--- src/rtl/sparse_dot_engine_if.sv ---
// Handshake bundle for sparse_dot_engine.
//   master : vector producer / result consumer (drives in_*, act_vec,
//            wgt_vec, relu_en, out_ready)
//   slave  : the engine (drives in_ready, out_valid, out_data, out_sat,
//            out_nnz)
// Channel k of act_vec sits at [k*AW +: AW], of wgt_vec at [k*WW +: WW].
interface sparse_dot_engine_if #(
  parameter int N  = 8,
  parameter int AW = 9,
  parameter int WW = 2,
  parameter int OW = 12
);
  localparam int NNW = $clog2(N + 1);

  logic              in_valid;
  logic              in_ready;
  logic [N*AW-1:0]   act_vec;
  logic [N*WW-1:0]   wgt_vec;
  logic              relu_en;
  logic              out_valid;
  logic              out_ready;
  logic [OW-1:0]     out_data;
  logic              out_sat;
  logic [NNW-1:0]    out_nnz;

  modport master (
    output in_valid, act_vec, wgt_vec, relu_en, out_ready,
    input  in_ready, out_valid, out_data, out_sat, out_nnz
  );

  modport slave (
    input  in_valid, act_vec, wgt_vec, relu_en, out_ready,
    output in_ready, out_valid, out_data, out_sat, out_nnz
  );
endinterface

--- src/rtl/sparse_dot_engine.sv ---
// Sparse dot-product neuron. Accepts an N-channel activation vector and
// signed weight vector, then multiply-accumulates only the channels where
// both operands are nonzero, one pair per clock, lowest channel first.
// Result leaves via valid/ready with optional ReLU, saturation to OW bits
// and a count of MACs performed.
// Ports:
//   clk   : clock
//   reset : synchronous, active-high
//   bus   : sparse_dot_engine_if.slave (input vector + result handshake)

// Per-channel pair detect and full-precision product.
module sparse_dot_lane #(
  parameter int AW = 9,
  parameter int WW = 2
) (
  input  logic [AW-1:0]    act,
  input  logic [WW-1:0]    wgt,
  output logic             pair_nz,
  output logic [AW+WW-1:0] prod
);
  logic signed [AW+WW-1:0] act_x, wgt_x;

  assign act_x   = {{WW{act[AW-1]}}, act};
  assign wgt_x   = {{AW{wgt[WW-1]}}, wgt};
  assign prod    = act_x * wgt_x;
  assign pair_nz = (act != '0) && (wgt != '0);
endmodule

module sparse_dot_engine #(
  parameter int N  = 8,
  parameter int AW = 9,
  parameter int WW = 2,
  parameter int OW = 12
) (
  input  logic                 clk,
  input  logic                 reset,
  sparse_dot_engine_if.slave   bus
);
  localparam int CW  = AW + WW + $clog2(N);
  localparam int PW  = AW + WW;
  localparam int SW  = $clog2(N);
  localparam int NNW = $clog2(N + 1);
  // Saturation compare runs wide enough to hold both acc and out range.
  localparam int XW  = (CW > OW) ? CW : OW;
  localparam logic signed [XW-1:0] SAT_HI = XW'((2 ** (OW - 1)) - 1);
  localparam logic signed [XW-1:0] SAT_LO = ~SAT_HI;

  typedef enum logic [1:0] {IDLE, INDEX, MAC, DONE} state_t;
  state_t state;

  logic [N*AW-1:0]       act_q;
  logic [N*WW-1:0]       wgt_q;
  logic                  relu_q;
  logic [N-1:0]          pending;
  logic [N-1:0]          pending_nxt;
  logic signed [CW-1:0]  acc;
  logic signed [CW-1:0]  acc_nxt;
  logic [NNW-1:0]        nnz;
  logic [N-1:0]          pair_nz;
  logic [N-1:0][PW-1:0]  prods;
  logic [SW-1:0]         sel;
  logic signed [XW-1:0]  vx;
  logic [OW-1:0]         res_data;
  logic                  res_sat;

  logic                  out_valid_q, out_sat_q;
  logic [OW-1:0]         out_data_q;
  logic [NNW-1:0]        out_nnz_q;

  for (genvar k = 0; k < N; k++) begin : g_lane
    sparse_dot_lane #(.AW(AW), .WW(WW)) u_lane (
      .act     (act_q[k*AW +: AW]),
      .wgt     (wgt_q[k*WW +: WW]),
      .pair_nz (pair_nz[k]),
      .prod    (prods[k])
    );
  end

  // Lowest pending channel wins; scanning downward leaves the lowest set.
  always_comb begin
    sel = '0;
    for (int k = N - 1; k >= 0; k--)
      if (pending[k]) sel = SW'(k);
    pending_nxt = pending & (pending - 1'b1);
    acc_nxt     = acc + CW'($signed(prods[sel]));
    vx          = XW'(acc_nxt);
    if (relu_q && vx < 0) vx = '0;
    res_sat  = 1'b0;
    res_data = vx[OW-1:0];
    if (vx > SAT_HI) begin
      res_data = SAT_HI[OW-1:0];
      res_sat  = 1'b1;
    end else if (vx < SAT_LO) begin
      res_data = SAT_LO[OW-1:0];
      res_sat  = 1'b1;
    end
  end

  always_ff @(posedge clk) begin
    if (reset) begin
      state       <= IDLE;
      act_q       <= '0;
      wgt_q       <= '0;
      relu_q      <= 1'b0;
      pending     <= '0;
      acc         <= '0;
      nnz         <= '0;
      out_valid_q <= 1'b0;
      out_data_q  <= '0;
      out_sat_q   <= 1'b0;
      out_nnz_q   <= '0;
    end else begin
      case (state)
        IDLE: if (bus.in_valid) begin
          act_q  <= bus.act_vec;
          wgt_q  <= bus.wgt_vec;
          relu_q <= bus.relu_en;
          state  <= INDEX;
        end
        INDEX: begin
          acc     <= '0;
          nnz     <= '0;
          pending <= pair_nz;
          if (pair_nz == '0) begin
            // Empty intersection: result is zero regardless of ReLU.
            out_data_q  <= '0;
            out_sat_q   <= 1'b0;
            out_nnz_q   <= '0;
            out_valid_q <= 1'b1;
            state       <= DONE;
          end else begin
            state <= MAC;
          end
        end
        MAC: begin
          acc     <= acc_nxt;
          nnz     <= nnz + 1'b1;
          pending <= pending_nxt;
          if (pending_nxt == '0) begin
            out_data_q  <= res_data;
            out_sat_q   <= res_sat;
            out_nnz_q   <= nnz + 1'b1;
            out_valid_q <= 1'b1;
            state       <= DONE;
          end
        end
        DONE: if (bus.out_ready) begin
          out_valid_q <= 1'b0;
          state       <= IDLE;
        end
        default: state <= IDLE;
      endcase
    end
  end

  assign bus.in_ready  = (state == IDLE) && !reset;
  assign bus.out_valid = out_valid_q;
  assign bus.out_data  = out_data_q;
  assign bus.out_sat   = out_sat_q;
  assign bus.out_nnz   = out_nnz_q;
endmodule

--- src/flat_wrapper.sv ---
// flat-port wrapper written by rule: the top's interface ports become plain ports
module sparse_dot_engine_flat 
#(
  parameter int N  = 8,
  parameter int AW = 9,
  parameter int WW = 2,
  parameter int OW = 12
)
  (clk, reset, bus_in_valid, bus_act_vec, bus_wgt_vec, bus_relu_en, bus_out_ready, bus_in_ready, bus_out_valid, bus_out_data, bus_out_sat, bus_out_nnz);
  sparse_dot_engine_if #(.N(N), .AW(AW), .WW(WW), .OW(OW)) bus_i ();
  input  logic clk;
  input  logic reset;
  input wire logic [$bits(bus_i.in_valid)-1:0] bus_in_valid;
  input wire logic [$bits(bus_i.act_vec)-1:0] bus_act_vec;
  input wire logic [$bits(bus_i.wgt_vec)-1:0] bus_wgt_vec;
  input wire logic [$bits(bus_i.relu_en)-1:0] bus_relu_en;
  input wire logic [$bits(bus_i.out_ready)-1:0] bus_out_ready;
  output wire logic [$bits(bus_i.in_ready)-1:0] bus_in_ready;
  output wire logic [$bits(bus_i.out_valid)-1:0] bus_out_valid;
  output wire logic [$bits(bus_i.out_data)-1:0] bus_out_data;
  output wire logic [$bits(bus_i.out_sat)-1:0] bus_out_sat;
  output wire logic [$bits(bus_i.out_nnz)-1:0] bus_out_nnz;
  assign bus_i.in_valid = bus_in_valid;
  assign bus_i.act_vec = bus_act_vec;
  assign bus_i.wgt_vec = bus_wgt_vec;
  assign bus_i.relu_en = bus_relu_en;
  assign bus_i.out_ready = bus_out_ready;
  assign bus_in_ready = bus_i.in_ready;
  assign bus_out_valid = bus_i.out_valid;
  assign bus_out_data = bus_i.out_data;
  assign bus_out_sat = bus_i.out_sat;
  assign bus_out_nnz = bus_i.out_nnz;
  sparse_dot_engine #(.N(N), .AW(AW), .WW(WW), .OW(OW)) u_core (.clk(clk), .reset(reset), .bus(bus_i));
endmodule
--- config.mk ---
export PLATFORM = sky130hd
export DESIGN_NAME = sparse_dot_engine_flat
export DESIGN_NICKNAME = d
export VERILOG_FILES = /design/src/rtl/sparse_dot_engine_if.sv /design/src/rtl/sparse_dot_engine.sv /design/src/flat_wrapper.sv
export SDC_FILE = /design/constraint.sdc
export NUM_CORES = 1
export LEC_CHECK = 0
export BUFFER_PORTS_ARGS = -buffer_cell sky130_fd_sc_hd__buf_2
export CAP_MARGIN = 25
export CORE_MARGIN = 2
export CORE_UTILIZATION = 50
export DETAILED_ROUTE_END_ITERATION = 8
export PLACE_DENSITY_LB_ADDON = 0.1
export SYNTH_ARGS = -nofsm -noshare
export SYNTH_HDL_FRONTEND = slang
export SYNTH_SLANG_ARGS = --single-unit
--- constraint.sdc ---
create_clock -name clk -period 6.15 [get_ports clk]
set_clock_uncertainty 0.15 [all_clocks]
set_input_delay 0.615 -clock clk [delete_from_list [all_inputs] [get_ports clk]]
set_output_delay 0.615 -clock clk [all_outputs]
set_load 0.05 [all_outputs]
# [After elaboration in Yosys (flattened, before gate mapping)]
# Index checks and enable logic that the tools add are counted.
[totals] ff_bits=135 input_bits=93 out_inout_bits=19 wordCells=106
[op_classes] add_sub_neg=3 multipliers=8 magnitude_cmp=4 eq_ne=7 muxes=36 bitwise=1 reduce_logical=36
[ops] operator="$mul A9 B2 Y11" n=8
[ops] operator="$reduce_bool A9 Y1" n=8
[ops] operator="$mux W12" n=4
[ops] operator="$bmux W11 S3" n=1
[ops] operator="$pmux W14 S2" n=1
[ops] operator="$mux W3" n=8
[ops] operator="$pmux W12 S2" n=1
[ops] operator="$reduce_bool A2 Y1" n=9
[ops] operator="$logic_not A8 Y1" n=2
[ops] operator="$pmux W4 S2" n=2
[ops] operator="$pmux W8 S2" n=1
[ops] operator="$add A14 B11 Y14" n=1
[ops] operator="$gt A14 B12 Y1 const B" n=1
[ops] operator="$lt A14 B1 Y1 const B" n=1
[ops] operator="$lt A14 B12 Y1 const B" n=1
[ops] operator="$mux W14" n=1
[ops] operator="$mux W11" n=1
[ops] operator="$logic_and A1 B1 Y1" n=10
[ops] operator="$and A8 B8 Y8" n=1
[ops] operator="$mux W1" n=8
[ops] operator="$mux W4" n=2
[ops] operator="$pmux W2 S4" n=1
[ops] operator="$sub A8 B1 Y8 const B" n=1
[ops] operator="$mux W2" n=3
[ops] operator="other kinds (14)" n=18

# [Longest topological paths before layout]
[logic_depth] ltp_word=19 depth_mapped=27 mapped_depth_nobuf=25

# [Cells and area by module]
# Synthesis repeated with hierarchy kept, for this count alone.
[hier_totals] cells_unflattened=1355 area_unflattened_um2=11016.8
[modules_own_cells] module="sparse_dot_engine" instances=1 cells_per_inst=763 area_per_inst_um2=6362.4 seq_area_each_um2=2702.6
[modules_own_cells] module="sparse_dot_lane at u_core.g_lane[4].u_lane ..." instances=4 cells_per_inst=76 area_per_inst_um2=588.1 seq_area_each_um2=0.0
[modules_own_cells] module="sparse_dot_lane at u_core.g_lane[0].u_lane ..." instances=4 cells_per_inst=72 area_per_inst_um2=575.6 seq_area_each_um2=0.0

# [Worst setup path after synthesis]
# Ideal clock, no wire load.
[synth_path] kind="reg-to-reg" from="register u_core.wgt_q[5]" to="register u_core.out_data_q[10], in the netlist u_core.bus.out_data[10]" setup_ns=0.129 arrival_time_ns=4.553 required_time_ns=5.871 slack_ns=1.318 stages_incl_launch_ff=23 path_buffers=1 period_less_slack_ns=4.832 path_cell_list="dfxtp_1 -> clkinv_1 -> fa_1 -> inv_1 -> ha_1 -> inv_1 -> fa_1 -> nor2b_1 -> o2111ai_1 -> nand4_1 -> nand3_1 -> and4b_1 -> a311oi_1 -> nand2_1 -> ha_1 -> nand3_1 -> o31a_1 -> o21ai_0 -> xnor2_1 -> and3_4 -> o31ai_2 -> buf_2 -> o211ai_1"
[synth_between] elab_chain_cells=12 word_cells_on_any_way=18 cone_classes="add/sub: 1; mul: 1; order compare: 3; eq/ne: 1; mux: 7; reduce/logical: 5"
[synth_rtl] element="start, declared" line="sparse_dot_engine.sv:52" rtl="logic [N*WW-1:0] wgt_q;"
[synth_rtl] element="start signal, assigned" line="sparse_dot_engine.sv:116" rtl="wgt_q <= bus.wgt_vec;"
[synth_rtl] element="$mul A9 B2 Y11" line="sparse_dot_engine.sv:25" rtl="assign prod = act_x * wgt_x;"
[synth_rtl] element="$bmux W11 S3" line="sparse_dot_engine.sv:85" rtl="acc_nxt = acc + CW'($signed(prods[sel]));"
[synth_rtl] element="$mux W11 (not written as such)" line="sparse_dot_engine.sv:85"
[synth_rtl] element="$add A14 B11 Y14" line="sparse_dot_engine.sv:85"
[synth_rtl] element="$lt A14 B1 Y1" line="sparse_dot_engine.sv:87" rtl="if (relu_q && vx < 0) vx = '0;"
[synth_rtl] element="$logic_and A1 B1 Y1" line="sparse_dot_engine.sv:87"
[synth_rtl] element="$mux W14" line="sparse_dot_engine.sv:87"
[synth_rtl] element="$lt A14 B12 Y1" line="sparse_dot_engine.sv:93" rtl="end else if (vx < SAT_LO) begin"
[synth_rtl] element="$mux W12" line="sparse_dot_engine.sv:93"
[synth_rtl] element="$mux W12" line="sparse_dot_engine.sv:90" rtl="if (vx > SAT_HI) begin"
[synth_rtl] element="$mux W12" line="sparse_dot_engine.sv:139" rtl="if (pending_nxt == '0) begin"
[synth_rtl] element="$pmux W12 S2" line="sparse_dot_engine.sv:113" rtl="case (state)"
[synth_rtl] element="end signal, assigned" line="sparse_dot_engine.sv:140" rtl="out_data_q <= res_data;"
[synth_rtl] element="end, declared" line="sparse_dot_engine.sv:67" rtl="logic [OW-1:0] out_data_q;"
# Parallel ways exist; a longest one is shown, timed or not. The select of a mux whose other input is x is not followed.
# A chain may end at the register's enable or synchronous reset.

# [Worst setup path in the final report]
[layout_path] from="register u_core.wgt_q[13]" to="register u_core.out_data_q[11], in the netlist u_core.bus.out_data[11]"
# The elaborated chain is that of the path after synthesis.

==> metrics.txt <==
Total GRT Usage=24.9%; Fin Hold WS=0.266 ns; WL final=27.6 mm; die area=22700 um^2; Worst setup SP type=register; PortBufs=111; CP Max Fanout=9; nets@finish=1760; share of post-route cells with drive strength above 1=11.4%; Reg area=2700 um^2; actual slew at the worst max-slew pin=1.02 ns; Yosys warnings=0; most common cell after layout, fill and taps aside=nand2_1; post-route design area=12100 um^2; CTS Sinks=135; CTS tree=yes; synthesized cell area=10700 um^2; Synth-to-Final Area Change=13.0%; Final Cycle Share=88.7%; Yosys reg bits=135; critical path class=register to register; ys flop type=dfxtp_1; num ports=112; initial DRC count=508; Tmin final=5.45 ns; Synthesized Nets=1681; Hold Fails Final Rpt=0; sequential share of the synthesized area=25.2%; pwr dens=409 nW/um^2; RSZ-0062 raised after global routing=false; Worst setup EP type=register; CTS buffer count=17; first-pass GRT wire length=45.0 mm; hold crit path type=primary input to register; Pwr Total=4.96 mW; synthesized netlist cell count=1432; Slew Limit Fails=0; Post-route DRC=0; ant diodes=0; postcts setup bufs=0; Via density=5.47; global placer's final weighted congestion=0.879; Peak supply drop=0.000192 V; area of the multi-input gates=7520 um^2; routed len/inst=15.4 um; fmax=183 MHz; core area=21000 um^2; TNS Setup=0 ns; largest net degree at the start of global routing=90; chip width=151 um; MaxCap Viol Count=0; dpl cell area=11500 um^2; H-tree levels=4; Worst-path clk slew=0.06 ns; Via Count=9849; Post-synth EDFFs=0; run status=completed; die height=151 um; final setup fails=0; Yosys cell types=65; FILL cells=2049; DRT antenna net count=0; CTS root buffer=clkbuf_16; Initial Utilization=51.1%; asr flop ratio synth=0%; Leak=5.70 nW; data required time of the worst path=6.35 ns; commonest non-fill, non-tap cells in the layout=nand2_1 (268), a21oi_1 (154), nor2_1 (146), ha_1 (139), dfxtp_1 (135); First-pass DRT Iterations=5; Worst slew margin=31.9%; Worst EP arrival=5.65 ns; Syn Area/Cell=7.49 um^2; Site Rows=53; HPWL after detailed placement=20.8 mm; Clock Tree Buf Depth=2; global route overflow=0; Clock Latency Late Sink=0.43 ns; vias in the first global route=9207; antenna violations before repair=0
==> routing by layer <==
metal	global-route usage [%]	share of wire [%]
met4	7.74	2.3
met2	40.9	45
met1	33.3	48
met5	0	0
met3	4.42	4.1
==> layout make-up <==
class | instances | share of cell area (%)
inverter | 71 | 2.20
timing repair buffer | 123 | 5.35
clock inverter | 14 | 1.63
sequential | 135 | 22.3
clock buffer | 18 | 3.62
tap | 275 | 2.84
multi-input combinational | 1163 | 62.1
==> timing repair <==
item,CTS,global route
endpoints found under the setup margin,0,10
gates resized for setup,0,1
hold buffers,0,0
==> cells by family after synthesis <==
| family | count (synthesis) | synth area share [%] |
|---|---|---|
| XOR/XNOR | 58 | 4.73 |
| buffers and inverters | 134 | 4.79 |
| AO/OA/AOI/OAI | 340 | 19.6 |
| flip-flops | 135 | 25.2 |
| multiplexers | 17 | 1.59 |
| adder cells (fa/ha/maj) | 157 | 19.5 |
| AND/OR/NAND/NOR | 591 | 24.7 |
==> power breakdown <==
| part | switching [mW] | internal (mW) | total, mW |
|---|---|---|---|
| Combinational | 1.71 | 0.909 | 2.62 |
| Sequential | 0.178 | 1.04 | 1.21 |
| Clock | 0.429 | 0.693 | 1.12 |
| Total | 2.32 | 2.64 | 4.96 |
==> stage by stage <==
stage	std cells	setup slack (ns)	util, %
6_report	1799	0.697	57.7
2_1_floorplan	1432	1.32	-
3_3_place_gp	1767	0.798	54.6
5_1_grt	1799	0.208	57.7
3_5_place_dp	1767	0.604	54.6
4_1_cts	1799	0.576	57.6
==> final timing paths <==
kind / from / endpoint / slack, ns / cells after the start
max: u_core.wgt_q[13] / u_core.bus.out_data[11] / 0.70 / 23
min: bus_act_vec[17] / u_core.act_q[17] / 0.27 / 3
max reg2reg: u_core.wgt_q[13] / u_core.bus.out_data[11] / 0.70 / 23
min reg2reg: u_core.bus.out_data[3] / u_core.bus.out_data[3] / 0.31 / 2
==> registers in the layout (all words and copies together) (netlist names) <==
| register | flops |
|---|---|
| u_core.bus.out_data | 12 |
| u_core.relu_q | 1 |
| u_core.state | 2 |
| u_core.nnz | 4 |
| u_core.bus.out_valid | 1 |
| u_core.wgt_q | 16 |
| u_core.pending | 8 |
| u_core.acc | 14 |
| u_core.act_q | 72 |
| u_core.bus.out_sat | 1 |
| u_core.bus.out_nnz | 4 |
==> Yosys cell counts, drive strengths merged (18+ instances only) <==
library cell | n | area share, %
nand2 | 270 | 9.5
a21oi | 156 | 7.3
nor2 | 146 | 5.1
ha | 139 | 16
dfxtp | 135 | 25
inv | 62 | 2.2
and2 | 59 | 3.5
clkbuf | 53 | 1.9
o21ai | 43 | 2.0
xnor2 | 40 | 3.3
nand3 | 24 | 1.1
nand2b | 22 | 1.3
o211ai | 21 | 1.5
xor2 | 18 | 1.5
==> critical path, stage by stage, from the launching register on <==
cell and delay, ns:
dfxtp_1 0.37, clkinv_1 0.25, fa_1 0.47, inv_1 0.06
ha_1 0.15, inv_1 0.05, fa_1 0.37, nand2b_1 0.19
a21oi_1 0.24, o21a_1 0.14, nor2_1 0.04, xnor2_1 0.16
a211oi_1 0.10, o31ai_1 0.38, ha_1 0.37, a21o_1 0.22
a21o_1 0.17, a21oi_1 0.14, o31a_1 0.20, o21ai_0 0.13
xnor2_1 0.24, a21oi_2 0.10, or4_1 0.52, a21oi_1 0.14
Note: power is estimated with default switching activity, not from simulation.
